$ cat config.mk
export PLATFORM = sky130hd
export DESIGN_NAME = lsu
export DESIGN_NICKNAME = d
export VERILOG_FILES = /design/src/rtl/lsu_pkg.sv /design/src/rtl/lsu_align.sv /design/src/rtl/lsu.sv
export SDC_FILE = /design/constraint.sdc
export NUM_CORES = 1
export LEC_CHECK = 0
export BUFFER_PORTS_ARGS = -buffer_cell sky130_fd_sc_hd__buf_4
export CORE_UTILIZATION = 30
export CTS_CLUSTER_SIZE = 8
export DETAILED_ROUTE_END_ITERATION = 16
export HOLD_SLACK_MARGIN = 0.03
export PLACE_DENSITY = 0.51
export RECOVER_POWER = 100
export SLEW_MARGIN = 10
export SYNTH_ARGS = -nofsm -noshare
export SYNTH_HDL_FRONTEND = slang
export SYNTH_SLANG_ARGS = --single-unit
$ cat constraint.sdc
create_clock -name clk -period 11.1 [get_ports clk]
set_input_delay 2.775 -clock clk [delete_from_list [all_inputs] [get_ports clk]]
set_output_delay 2.775 -clock clk [all_outputs]
set_load 0.005 [all_outputs]
$ cat src/rtl/lsu_pkg.sv
// Shared execute-stage enums and helpers: ALU opcodes, memory access sizes,
// and the load/store unit's transaction states.
package lsu_pkg;

  typedef enum logic [3:0] {
    ALU_ADD, ALU_SUB, ALU_AND, ALU_OR, ALU_XOR,
    ALU_SLL, ALU_SRL, ALU_SRA, ALU_SLT, ALU_SLTU
  } alu_op_t;

  typedef enum logic [1:0] {
    MEM_SIZE_BYTE = 2'd0,
    MEM_SIZE_HALF = 2'd1,
    MEM_SIZE_WORD = 2'd2
  } mem_size_t;

  typedef enum logic [1:0] {
    LSU_IDLE,
    LSU_REQ,
    LSU_WAIT,
    LSU_RESP
  } lsu_state_t;

  // Encoding 3 is illegal and is reported as misaligned so it never reaches the bus.
  function automatic logic is_misaligned(input logic [1:0] size, input logic [1:0] off);
    case (size)
      MEM_SIZE_BYTE: return 1'b0;
      MEM_SIZE_HALF: return off[0];
      MEM_SIZE_WORD: return off != 2'b00;
      default:       return 1'b1;
    endcase
  endfunction

endpackage

$ cat src/rtl/lsu_align.sv
// Byte-lane steering for the LSU: store enables/replication and misalignment
// on the request side, load extraction and sign/zero extension on the return side.
module lsu_align
  import lsu_pkg::*;
(
  input  logic [1:0]  st_size,
  input  logic [1:0]  st_off,
  input  logic [31:0] st_wdata,
  output logic [3:0]  st_be,
  output logic [31:0] st_wdata_rep,
  output logic        st_misaligned,
  input  logic [1:0]  ld_size,
  input  logic [1:0]  ld_off,
  input  logic        ld_unsigned,
  input  logic [31:0] ld_rdata,
  output logic [31:0] ld_data
);

  logic [31:0] ld_shifted;
  logic        ld_sext;

  always_comb begin
    st_misaligned = is_misaligned(st_size, st_off);
    st_be         = 4'b1111;
    st_wdata_rep  = st_wdata;
    case (st_size)
      MEM_SIZE_BYTE: begin
        st_be        = 4'b0001 << st_off;
        st_wdata_rep = {4{st_wdata[7:0]}};
      end
      MEM_SIZE_HALF: begin
        st_be        = 4'b0011 << st_off;
        st_wdata_rep = {2{st_wdata[15:0]}};
      end
      default: ;
    endcase
  end

  // Shift the addressed lane down to bit 0, then extend from its top bit.
  always_comb begin
    ld_shifted = ld_rdata >> {ld_off, 3'b000};
    ld_sext    = 1'b0;
    ld_data    = ld_rdata;
    case (ld_size)
      MEM_SIZE_BYTE: begin
        ld_sext = ~ld_unsigned & ld_shifted[7];
        ld_data = {{24{ld_sext}}, ld_shifted[7:0]};
      end
      MEM_SIZE_HALF: begin
        ld_sext = ~ld_unsigned & ld_shifted[15];
        ld_data = {{16{ld_sext}}, ld_shifted[15:0]};
      end
      default: ;
    endcase
  end

endmodule

$ cat src/rtl/lsu.sv
// Load/store unit: takes the ALU effective address, runs one req/gnt/rvalid
// bus transaction and returns an aligned, extended load result to writeback.
module lsu
  import lsu_pkg::*;
#(
  parameter int TIMEOUT_CYCLES = 0
) (
  input  logic        clk,
  input  logic        rst,
  input  logic        req_valid,
  output logic        req_ready,
  input  logic        req_we,
  input  logic [1:0]  req_size,
  input  logic        req_unsigned,
  input  logic [31:0] addr,
  input  logic [31:0] wdata,
  output logic        resp_valid,
  output logic [31:0] resp_rdata,
  output logic        resp_misaligned,
  output logic        resp_err,
  output logic        mem_req,
  output logic        mem_we,
  output logic [31:0] mem_addr,
  output logic [3:0]  mem_be,
  output logic [31:0] mem_wdata,
  input  logic        mem_gnt,
  input  logic        mem_rvalid,
  input  logic [31:0] mem_rdata
);

  lsu_state_t  state_q, state_d;
  logic        we_q, we_d;
  logic [1:0]  size_q, size_d;
  logic        uns_q, uns_d;
  logic [1:0]  off_q, off_d;
  logic [31:0] addr_q, addr_d;
  logic [3:0]  be_q, be_d;
  logic [31:0] wdata_q, wdata_d;
  logic [31:0] cnt_q, cnt_d;
  logic [31:0] rdata_q, rdata_d;
  logic        mis_q, mis_d;
  logic        err_q, err_d;

  logic [3:0]  st_be;
  logic [31:0] st_wdata_rep;
  logic        st_mis;
  logic [31:0] ld_data;
  logic        accept;
  logic        tmo_hit;

  lsu_align u_align (
    .st_size      (req_size),
    .st_off       (addr[1:0]),
    .st_wdata     (wdata),
    .st_be        (st_be),
    .st_wdata_rep (st_wdata_rep),
    .st_misaligned(st_mis),
    .ld_size      (size_q),
    .ld_off       (off_q),
    .ld_unsigned  (uns_q),
    .ld_rdata     (mem_rdata),
    .ld_data      (ld_data)
  );

  assign accept  = req_valid && (state_q == LSU_IDLE);
  // Fires on the last allowed cycle in REQ/WAIT, so mem_req is up for exactly TIMEOUT_CYCLES.
  assign tmo_hit = (TIMEOUT_CYCLES > 0) && (cnt_q == 32'(TIMEOUT_CYCLES - 1));

  always_ff @(posedge clk or posedge rst) begin
    if (rst) begin
      state_q <= LSU_IDLE;
      we_q    <= 1'b0;
      size_q  <= 2'b00;
      uns_q   <= 1'b0;
      off_q   <= 2'b00;
      addr_q  <= 32'd0;
      be_q    <= 4'd0;
      wdata_q <= 32'd0;
      cnt_q   <= 32'd0;
      rdata_q <= 32'd0;
      mis_q   <= 1'b0;
      err_q   <= 1'b0;
    end else begin
      state_q <= state_d;
      we_q    <= we_d;
      size_q  <= size_d;
      uns_q   <= uns_d;
      off_q   <= off_d;
      addr_q  <= addr_d;
      be_q    <= be_d;
      wdata_q <= wdata_d;
      cnt_q   <= cnt_d;
      rdata_q <= rdata_d;
      mis_q   <= mis_d;
      err_q   <= err_d;
    end
  end

  always_comb begin
    state_d = state_q;
    case (state_q)
      LSU_IDLE: if (req_valid) state_d = st_mis ? LSU_RESP : LSU_REQ;
      LSU_REQ: begin
        if (mem_gnt)      state_d = LSU_WAIT;
        else if (tmo_hit) state_d = LSU_RESP;
      end
      LSU_WAIT: begin
        if (mem_rvalid)   state_d = LSU_RESP;
        else if (tmo_hit) state_d = LSU_RESP;
      end
      LSU_RESP: state_d = LSU_IDLE;
      default:  state_d = LSU_IDLE;
    endcase
  end

  always_comb begin
    we_d    = we_q;
    size_d  = size_q;
    uns_d   = uns_q;
    off_d   = off_q;
    addr_d  = addr_q;
    be_d    = be_q;
    wdata_d = wdata_q;
    rdata_d = rdata_q;
    mis_d   = mis_q;
    err_d   = err_q;
    cnt_d   = cnt_q;

    if (accept) begin
      we_d    = req_we;
      size_d  = req_size;
      uns_d   = req_unsigned;
      off_d   = addr[1:0];
      addr_d  = {addr[31:2], 2'b00};
      be_d    = st_be;
      wdata_d = st_wdata_rep;
      rdata_d = 32'd0;
      mis_d   = st_mis;
      err_d   = 1'b0;
    end

    if (state_q == LSU_WAIT && mem_rvalid) begin
      rdata_d = we_q ? 32'd0 : ld_data;
    end else if ((state_q == LSU_REQ && !mem_gnt && tmo_hit) ||
                 (state_q == LSU_WAIT && tmo_hit)) begin
      rdata_d = 32'd0;
      err_d   = 1'b1;
    end

    // Restart on every state change; count only while a bus phase is pending.
    if (state_d != state_q)
      cnt_d = 32'd0;
    else if (TIMEOUT_CYCLES > 0 && (state_q == LSU_REQ || state_q == LSU_WAIT))
      cnt_d = cnt_q + 32'd1;
  end

  always_comb begin
    req_ready       = (state_q == LSU_IDLE);
    mem_req         = (state_q == LSU_REQ);
    resp_valid      = (state_q == LSU_RESP);
    mem_we          = we_q;
    mem_addr        = addr_q;
    mem_be          = be_q;
    mem_wdata       = wdata_q;
    resp_rdata      = rdata_q;
    resp_misaligned = mis_q;
    resp_err        = err_q;
  end

endmodule
==> impl_metrics.prom, run 1 <==
# TYPE chip_impl_metric gauge
chip_impl_metric{name="layout-drive-gt1-share",unit="%"} 36.39
chip_impl_metric{name="clk_latency",unit="ns"} 0.35
chip_impl_metric{name="die_width",unit="µm"} 129.7
chip_impl_metric{name="grt_first_pass_wirelength",unit="µm"} 21360
chip_impl_metric{name="hold_violations",unit=""} 0
chip_impl_info{name="synthFlopType",value="dfrtp_1"} 1
chip_impl_info{name="sequence_of_cells_on_the_critical_path",value="clkbuf_1, nand2_1, clkbuf_1, o21ai_0"} 1
chip_impl_metric{name="number_of_diodes",unit=""} 0
chip_impl_metric{name="die-area",unit="µm²"} 16810
chip_impl_metric{name="die-height",unit="µm"} 129.7
chip_impl_metric{name="dpl.hpwl",unit="µm"} 10040
chip_impl_metric{name="finish.net_count",unit=""} 738
chip_impl_metric{name="cpPeakStageDelay",unit="ns"} 2.31
chip_impl_metric{name="ys_seq_elements",unit=""} 107
chip_impl_metric{name="synth_top_area_share",unit="%"} 54.76
chip_impl_metric{name="filler_cells_inserted",unit=""} 1605
chip_impl_metric{name="clock.fmax",unit="MHz"} 158.2
chip_impl_info{name="grt_setup_unrepaired",value="no"} 1
chip_impl_metric{name="vias",unit=""} 4003
chip_impl_metric{name="globalplace.congestion",unit=""} 0.7321
chip_impl_metric{name="cts.sink_count",unit=""} 107
chip_impl_info{name="list_of_most_frequent_post_synthesis_cells",value="dfrtp_1 (107), o21ai_0 (51), nand2_1 (47)"} 1
chip_impl_info{name="critical-path-top-delay-family",value="buffers and inverters"} 1
chip_impl_metric{name="vdd.ir_drop.worst",unit="V"} 0.0001100
chip_impl_info{name="worst_setup_end_kind",value="flop"} 1
chip_impl_metric{name="initial_antenna_violation_count",unit=""} 0
chip_impl_metric{name="initial_cell_density_of_the_core",unit="%"} 30.78
chip_impl_info{name="cp-start-kind",value="input pin"} 1
chip_impl_metric{name="first_drt_pass_iteration_count",unit=""} 4
chip_impl_metric{name="synth.yosys.seq_area_share",unit="%"} 54.76
chip_impl_metric{name="critical_path.n_buffers_inverters",unit=""} 2
chip_impl_info{name="status",value="finished, violations left"} 1
chip_impl_metric{name="synth.avg_cell_area",unit="µm²"} 11.14
chip_impl_info{name="cts_tree",value="yes"} 1
chip_impl_metric{name="drt_wl_total",unit="µm"} 13600
chip_impl_metric{name="critical_path_arrival",unit="ns"} 6.40
chip_impl_metric{name="fin_tns_setup",unit="ns"} 0
chip_impl_info{name="top_layer_used",value="met4"} 1
chip_impl_metric{name="dp_slack",unit="ns"} 6.647
chip_impl_info{name="crit_path_frequent_cell",value="clkbuf_1"} 1
chip_impl_metric{name="setup_viol",unit=""} 0
chip_impl_metric{name="max_slew.worst_pin.slew",unit="ns"} 3.187
chip_impl_metric{name="max-clock-path-buffers",unit=""} 2
chip_impl_metric{name="coreArea",unit="µm²"} 15890
chip_impl_metric{name="share_of_the_cycle_needed_by_the_critical_path_after_routing",unit="%"} 56.95
chip_impl_metric{name="holdBufCountCts",unit=""} 0
chip_impl_metric{name="htree_num_levels",unit=""} 3
chip_impl_metric{name="power.static_leakage",unit="µW"} 0.003190
chip_impl_metric{name="drt-vias-per-instance",unit=""} 4.721
chip_impl_metric{name="timing.max_cap.violations",unit=""} 3
chip_impl_info{name="failed_checks",value="max-capacitance violations, max-slew violations"} 1
chip_impl_metric{name="ant_nets",unit=""} 0
chip_impl_info{name="cts-root-buf",value="clkbuf_16"} 1
chip_impl_metric{name="period_minus_slack",unit="ns"} 6.321
chip_impl_metric{name="first_global_vias",unit=""} 4112
chip_impl_metric{name="synth_cells",unit=""} 439
chip_impl_metric{name="distinct_cell_type_count_after_synthesis",unit=""} 35
chip_impl_metric{name="floorplan.io_pins",unit=""} 211
chip_impl_info{name="criticalPathCategory",value="input pin to flop"} 1
chip_impl_info{name="yosys-top-cells-area",value="dfrtp_1 (55%), mux2_2 (10%), mux2i_1 (6.3%), o21ai_0 (5.2%), nand2_1 (3.6%)"} 1
chip_impl_metric{name="asyncSetResetFlopFracSynth",unit="%"} 100.0
chip_impl_metric{name="routed-wl-met3",unit="µm"} 1427
chip_impl_metric{name="route.detailed.drc",unit=""} 0
chip_impl_metric{name="rows",unit=""} 46
chip_impl_metric{name="synthToLayoutAreaGrowth",unit="%"} 37.03
chip_impl_metric{name="clock_skew",unit="ns"} 0.004661
chip_impl_metric{name="numPortBuffers",unit=""} 207
chip_impl_metric{name="post_synth_instance_area",unit="µm²"} 4890
chip_impl_metric{name="grt_usage",unit="%"} 16.63
chip_impl_metric{name="globalRouteOverflowTotal",unit=""} 0
chip_impl_metric{name="slew-limit-headroom",unit="%"} -112.5
chip_impl_metric{name="power.density_cell_area",unit="nW/µm²"} 244.3
chip_impl_info{name="hp-class",value="flop to flop"} 1
chip_impl_metric{name="route.met2.wl",unit="µm"} 6123
chip_impl_metric{name="syn_warnings",unit=""} 0
chip_impl_metric{name="cts_setup_buffers",unit=""} 0
chip_impl_metric{name="grt_start_max_net_pins",unit=""} 70
chip_impl_metric{name="cts-buffers-inserted",unit=""} 9
chip_impl_metric{name="cp_max_fanout",unit=""} 69
chip_impl_metric{name="wl_per_cell",unit="µm"} 16.04
chip_impl_metric{name="timing.reg2reg.setup_slack",unit="ns"} 6.54
chip_impl_metric{name="fin_ws",unit="ns"} 4.779
chip_impl_info{name="crit_path_top_delay_cell",value="clkbuf_1"} 1
chip_impl_info{name="yosys.area.top_type",value="dfrtp_1"} 1
chip_impl_metric{name="cts_resized",unit=""} 0
chip_impl_metric{name="critical_path_required",unit="ns"} 11.18
chip_impl_metric{name="timing.final.max_slew_violations",unit=""} 143
chip_impl_metric{name="wl_met1",unit="µm"} 5806
chip_impl_metric{name="drtIter0Drc",unit=""} 157
chip_impl_info{name="synth.most_common_cell",value="dfrtp_1"} 1
chip_impl_metric{name="number_of_enable_flip_flop_cells_after_synthesis",unit=""} 0
chip_impl_metric{name="clkTransAtPathRegs",unit="ns"} 0.07
worst min-delay path, stage by stage (launching register included):
cell and delay, ns:
dfrtp_1 0.34, nand2_1 0.04, o21ai_0 0.06
path summary, 6_finish.rpt:
path	cells past startpoint	start	to
hold reg to reg	2	mem_wdata[14]	mem_wdata[14]
hold / removal	2	mem_wdata[14]	mem_wdata[14]
setup / recovery	4	req_valid	mem_wdata[29]
min in group asynchronous	2	rst	mem_addr[18]
setup reg to reg	5	state_q[0]	mem_wdata[29]
max in group asynchronous	3	rst	mem_addr[2]
sequential cells by signal (all words and copies together) (netlist names):
| register | flops |
|---|---|
| mem_wdata | 32 |
| resp_rdata | 32 |
| mem_addr | 30 |
| mem_be | 4 |
| off_q | 2 |
| size_q | 2 |
| state_q | 2 |
| mem_we | 1 |
| resp_misaligned | 1 |
| uns_q | 1 |
report_power, final:
| part | switching (µW) | total (µW) | internal [µW] |
|---|---|---|---|
| sequential | 124 | 691 | 567 |
| combinational | 289 | 647 | 358 |
| clock | 144 | 300 | 156 |
| total | 557 | 1640 | 1080 |
cells by family (layout without fill, tap and decap cells):
logic type | Yosys count | after routing | share of synthesized area, %
AOI/OAI and AO/OA | 104 | 104 | 13.59
adders and majority gates | 4 | 4 | 1.024
buffers and inverters | 44 | 235 | 4.017
DFF | 107 | 107 | 54.76
muxes | 77 | 77 | 17.17
other | 1 | 3 | 0.07669
and+or+nand+nor | 102 | 102 | 9.365
per-stage QoR:
| stage | hold slack [ns] | cell area [µm²] | instances | util [%] | total power (µW) |
|---|---|---|---|---|---|
| after global placement | 0.4676 | 6604 | 834 | 41.57 | 1401 |
| after global routing | 0.5090 | 6700 | 848 | 42.18 | 1772 |
| after CTS | 0.4892 | 6872 | 848 | 43.26 | 1724 |
| after detailed placement | 0.4732 | 6604 | 834 | 41.57 | 1418 |
| final | 0.4820 | 6700 | 848 | 42.18 | 1637 |
| after floorplan | 0.4733 | 4897 | 441 | - | 1030 |
layout make-up:
class	count	area, µm²	area share (%)
flip-flops and latches	107	2678	39.96
clock buffers	10	239.0	3.567
multi-input cells	290	2023	30.20
inverters	11	42.54	0.6349
repair buffers	210	1419	21.18
clock inverters	4	28.78	0.4295
well taps	216	270.3	4.034
per-layer routing:
layer  global-route usage (%)  vias to the layer above
met2                    26.52                      164
li1                         -                     1920
met5                        0                        -
met1                    20.13                     1906
met3                    6.400                       13
met4                    6.840                        0
layout by cell type (no fill, tap or decap), types with 2 or more instances in the layout:
cell / instances
a21oi_1: 15
a221o_1: 17
a22oi_1: 9
and2_1: 7
buf_4: 101
clkbuf_1: 42
clkbuf_16: 9
clkbuf_4: 67
clkinvlp_4: 2
conb_1: 3
dfrtp_1: 107
ha_1: 4
inv_1: 10
mux2_2: 45
mux2i_1: 31
nand2_1: 47
nand2b_1: 6
nand3_1: 7
nand3b_1: 3
nor2_1: 26
nor2b_1: 3
o211ai_1: 2
o21a_1: 2
o21ai_0: 51
o22ai_1: 2
Note: power is estimated with default switching activity, not from simulation.
==> run 2, diff against run 1 <==
==> constraint.sdc (replaced) <==
create_clock -name clk -period 6.16 [get_ports clk]
set_input_delay 1.54 -clock clk [delete_from_list [all_inputs] [get_ports clk]]
set_output_delay 1.54 -clock clk [all_outputs]
set_load 0.005 [all_outputs]
==> impl_metrics.prom, run 2 (synthesis results as in run 1) <==
# TYPE chip_impl_metric gauge
chip_impl_metric{name="finalInstanceArea",unit="µm²"} 6746
chip_impl_metric{name="reg2regPathDepth",unit=""} 5
chip_impl_metric{name="slew-limit-headroom",unit="%"} -120.6
chip_impl_metric{name="fin_ws",unit="ns"} 2.170
chip_impl_metric{name="fin_tns_setup",unit="ns"} 0
chip_impl_metric{name="clk_latency",unit="ns"} 0.35
chip_impl_metric{name="share_of_the_cycle_needed_by_the_critical_path_after_routing",unit="%"} 64.77
chip_impl_metric{name="post_place_cell_area",unit="µm²"} 6604
chip_impl_metric{name="grt_first_pass_wirelength",unit="µm"} 21550
chip_impl_info{name="top_layer_used",value="met4"} 1
chip_impl_metric{name="hold_violations",unit=""} 0
chip_impl_metric{name="wl_met1",unit="µm"} 5945
chip_impl_metric{name="route.detailed.drc",unit=""} 0
chip_impl_metric{name="first_drt_pass_iteration_count",unit=""} 4
chip_impl_metric{name="route.met2.wl",unit="µm"} 6285
chip_impl_metric{name="worst_hold_path.num_cells",unit=""} 2
chip_impl_metric{name="dp_slack",unit="ns"} 2.894
chip_impl_metric{name="timing.max_cap.violations",unit=""} 3
chip_impl_metric{name="ant_nets",unit=""} 0
chip_impl_info{name="hp-class",value="flop to flop"} 1
chip_impl_metric{name="clock.fmax",unit="MHz"} 250.7
chip_impl_info{name="crit_path_top_delay_cell",value="nand2_1"} 1
chip_impl_metric{name="initial_antenna_violation_count",unit=""} 0
chip_impl_info{name="cts_tree",value="yes"} 1
chip_impl_info{name="sequence_of_cells_on_the_critical_path",value="clkbuf_1, nand2_1, buf_4, mux2_2"} 1
chip_impl_metric{name="critical_path_required",unit="ns"} 6.39
chip_impl_metric{name="clkTransAtPathRegs",unit="ns"} 0.07
chip_impl_metric{name="cts.sink_count",unit=""} 107
chip_impl_metric{name="vias",unit=""} 4002
chip_impl_metric{name="max-clock-path-buffers",unit=""} 2
chip_impl_info{name="commonest_non_fill_non_tap_cells_in_the_layout",value="dfrtp_1 (107), buf_4 (103), clkbuf_4 (69), o21ai_0 (51), nand2_1 (47)"} 1
chip_impl_info{name="status",value="finished, violations left"} 1
chip_impl_metric{name="rows",unit=""} 46
chip_impl_metric{name="vdd.ir_drop.worst",unit="V"} 0.0002138
chip_impl_metric{name="holdBufCountCts",unit=""} 0
chip_impl_metric{name="clock_skew",unit="ns"} 0.007753
chip_impl_info{name="layout_commonest_cell",value="dfrtp_1"} 1
chip_impl_metric{name="grt_usage",unit="%"} 16.73
chip_impl_metric{name="routed-wl-met3",unit="µm"} 1247
chip_impl_metric{name="synthToLayoutAreaGrowth",unit="%"} 37.97
chip_impl_metric{name="power.density_cell_area",unit="nW/µm²"} 446.6
chip_impl_metric{name="dpl.hpwl",unit="µm"} 10200
chip_impl_metric{name="finish.net_count",unit=""} 738
chip_impl_metric{name="initial_cell_density_of_the_core",unit="%"} 30.78
chip_impl_info{name="failed_checks",value="max-capacitance violations, max-slew violations"} 1
chip_impl_metric{name="layout-drive-gt1-share",unit="%"} 37.22
chip_impl_info{name="cts-root-buf",value="clkbuf_16"} 1
chip_impl_metric{name="wl_per_cell",unit="µm"} 16.06
chip_impl_metric{name="cts_setup_buffers",unit=""} 0
chip_impl_metric{name="die-area",unit="µm²"} 16810
chip_impl_metric{name="setup_viol",unit=""} 0
chip_impl_metric{name="drt_wl_total",unit="µm"} 13650
chip_impl_metric{name="first_global_vias",unit=""} 4040
chip_impl_metric{name="die_width",unit="µm"} 129.7
chip_impl_metric{name="timing.final.max_slew_violations",unit=""} 172
chip_impl_metric{name="number_of_diodes",unit=""} 0
chip_impl_metric{name="cts_resized",unit=""} 0
chip_impl_info{name="criticalPathCategory",value="input pin to flop"} 1
chip_impl_metric{name="cts-buffers-inserted",unit=""} 9
chip_impl_metric{name="period_minus_slack",unit="ns"} 3.990
chip_impl_metric{name="drt-vias-per-instance",unit=""} 4.708
chip_impl_info{name="cp-start-kind",value="input pin"} 1
chip_impl_metric{name="globalRouteOverflowTotal",unit=""} 0
chip_impl_metric{name="coreArea",unit="µm²"} 15890
chip_impl_info{name="grt_setup_unrepaired",value="no"} 1
chip_impl_metric{name="filler_cells_inserted",unit=""} 1612
chip_impl_metric{name="drtIter0Drc",unit=""} 166
chip_impl_metric{name="numPortBuffers",unit=""} 207
chip_impl_metric{name="critical_path_arrival",unit="ns"} 4.22
chip_impl_info{name="worst_setup_end_kind",value="flop"} 1
chip_impl_metric{name="max_slew.worst_pin.slew",unit="ns"} 3.290
chip_impl_metric{name="die-height",unit="µm"} 129.7
chip_impl_metric{name="cp_max_fanout",unit=""} 63
chip_impl_metric{name="grt_start_max_net_pins",unit=""} 75
chip_impl_metric{name="htree_num_levels",unit=""} 3
chip_impl_metric{name="cpPeakStageDelay",unit="ns"} 1.56
chip_impl_metric{name="globalplace.congestion",unit=""} 0.7484
chip_impl_metric{name="power.static_leakage",unit="µW"} 0.003225
chip_impl_metric{name="floorplan.io_pins",unit=""} 211
chip_impl_metric{name="design_power_total",unit="µW"} 3013
-- run 2: metal layers --
layer  global-route usage (%)  vias up
met1                    20.10     1916
li1                         -     1926
met4                    6.156        0
met3                    6.235       12
met2                    27.34      148
met5                        0        -
-- run 2: power breakdown --
part	leakage, µW	switching, µW	total, µW	internal [µW]
Sequential	0.00134	225	1250	1020
Combinational	0.00174	530	1180	646
Clock	0.000147	273	592	319
Total	0.00322	1030	3010	1990
-- run 2: worst paths after layout --
check,start,slack [ns],end
max in group asynchronous,rst,2.42,mem_be[2]
worst max register to register,state_q[0],2.70,mem_addr[28]
worst min-delay path,mem_wdata[15],0.49,mem_wdata[15]
worst max-delay path,req_valid,2.17,mem_addr[28]
min in group asynchronous,rst,2.16,mem_addr[25]
worst min register to register,mem_wdata[15],0.49,mem_wdata[15]
-- run 2: final cells by class --
| type | count | area (µm²) | area share [%] |
|---|---|---|---|
| Sequential cell | 107 | 2678 | 39.69 |
| Multi-Input combinational cell | 290 | 2023 | 29.99 |
| Timing Repair Buffer | 210 | 1434 | 21.25 |
| Tap cell | 216 | 270.3 | 4.006 |
| Clock buffer | 9 | 225.2 | 3.338 |
| Clock inverter | 7 | 73.82 | 1.094 |
| Inverter | 11 | 42.54 | 0.6306 |
-- run 2: worst max-delay path: cells and delay by family --
kind	cells	cell delay [ns]
buffers and inverters	2	0.69
and+or+nand+nor	1	1.56
muxes	1	0.39
-- run 2: per-stage QoR --
| step | util (%) | std cells | hold WS, ns |
|---|---|---|---|
| after floorplan | - | 441 | 0.4733 |
| final | 42.47 | 850 | 0.4853 |
| after global routing | 42.47 | 850 | 0.5109 |
| after global placement | 41.57 | 834 | 0.4663 |
| after detailed placement | 41.57 | 834 | 0.4739 |
| after CTS | 43.45 | 850 | 0.4916 |
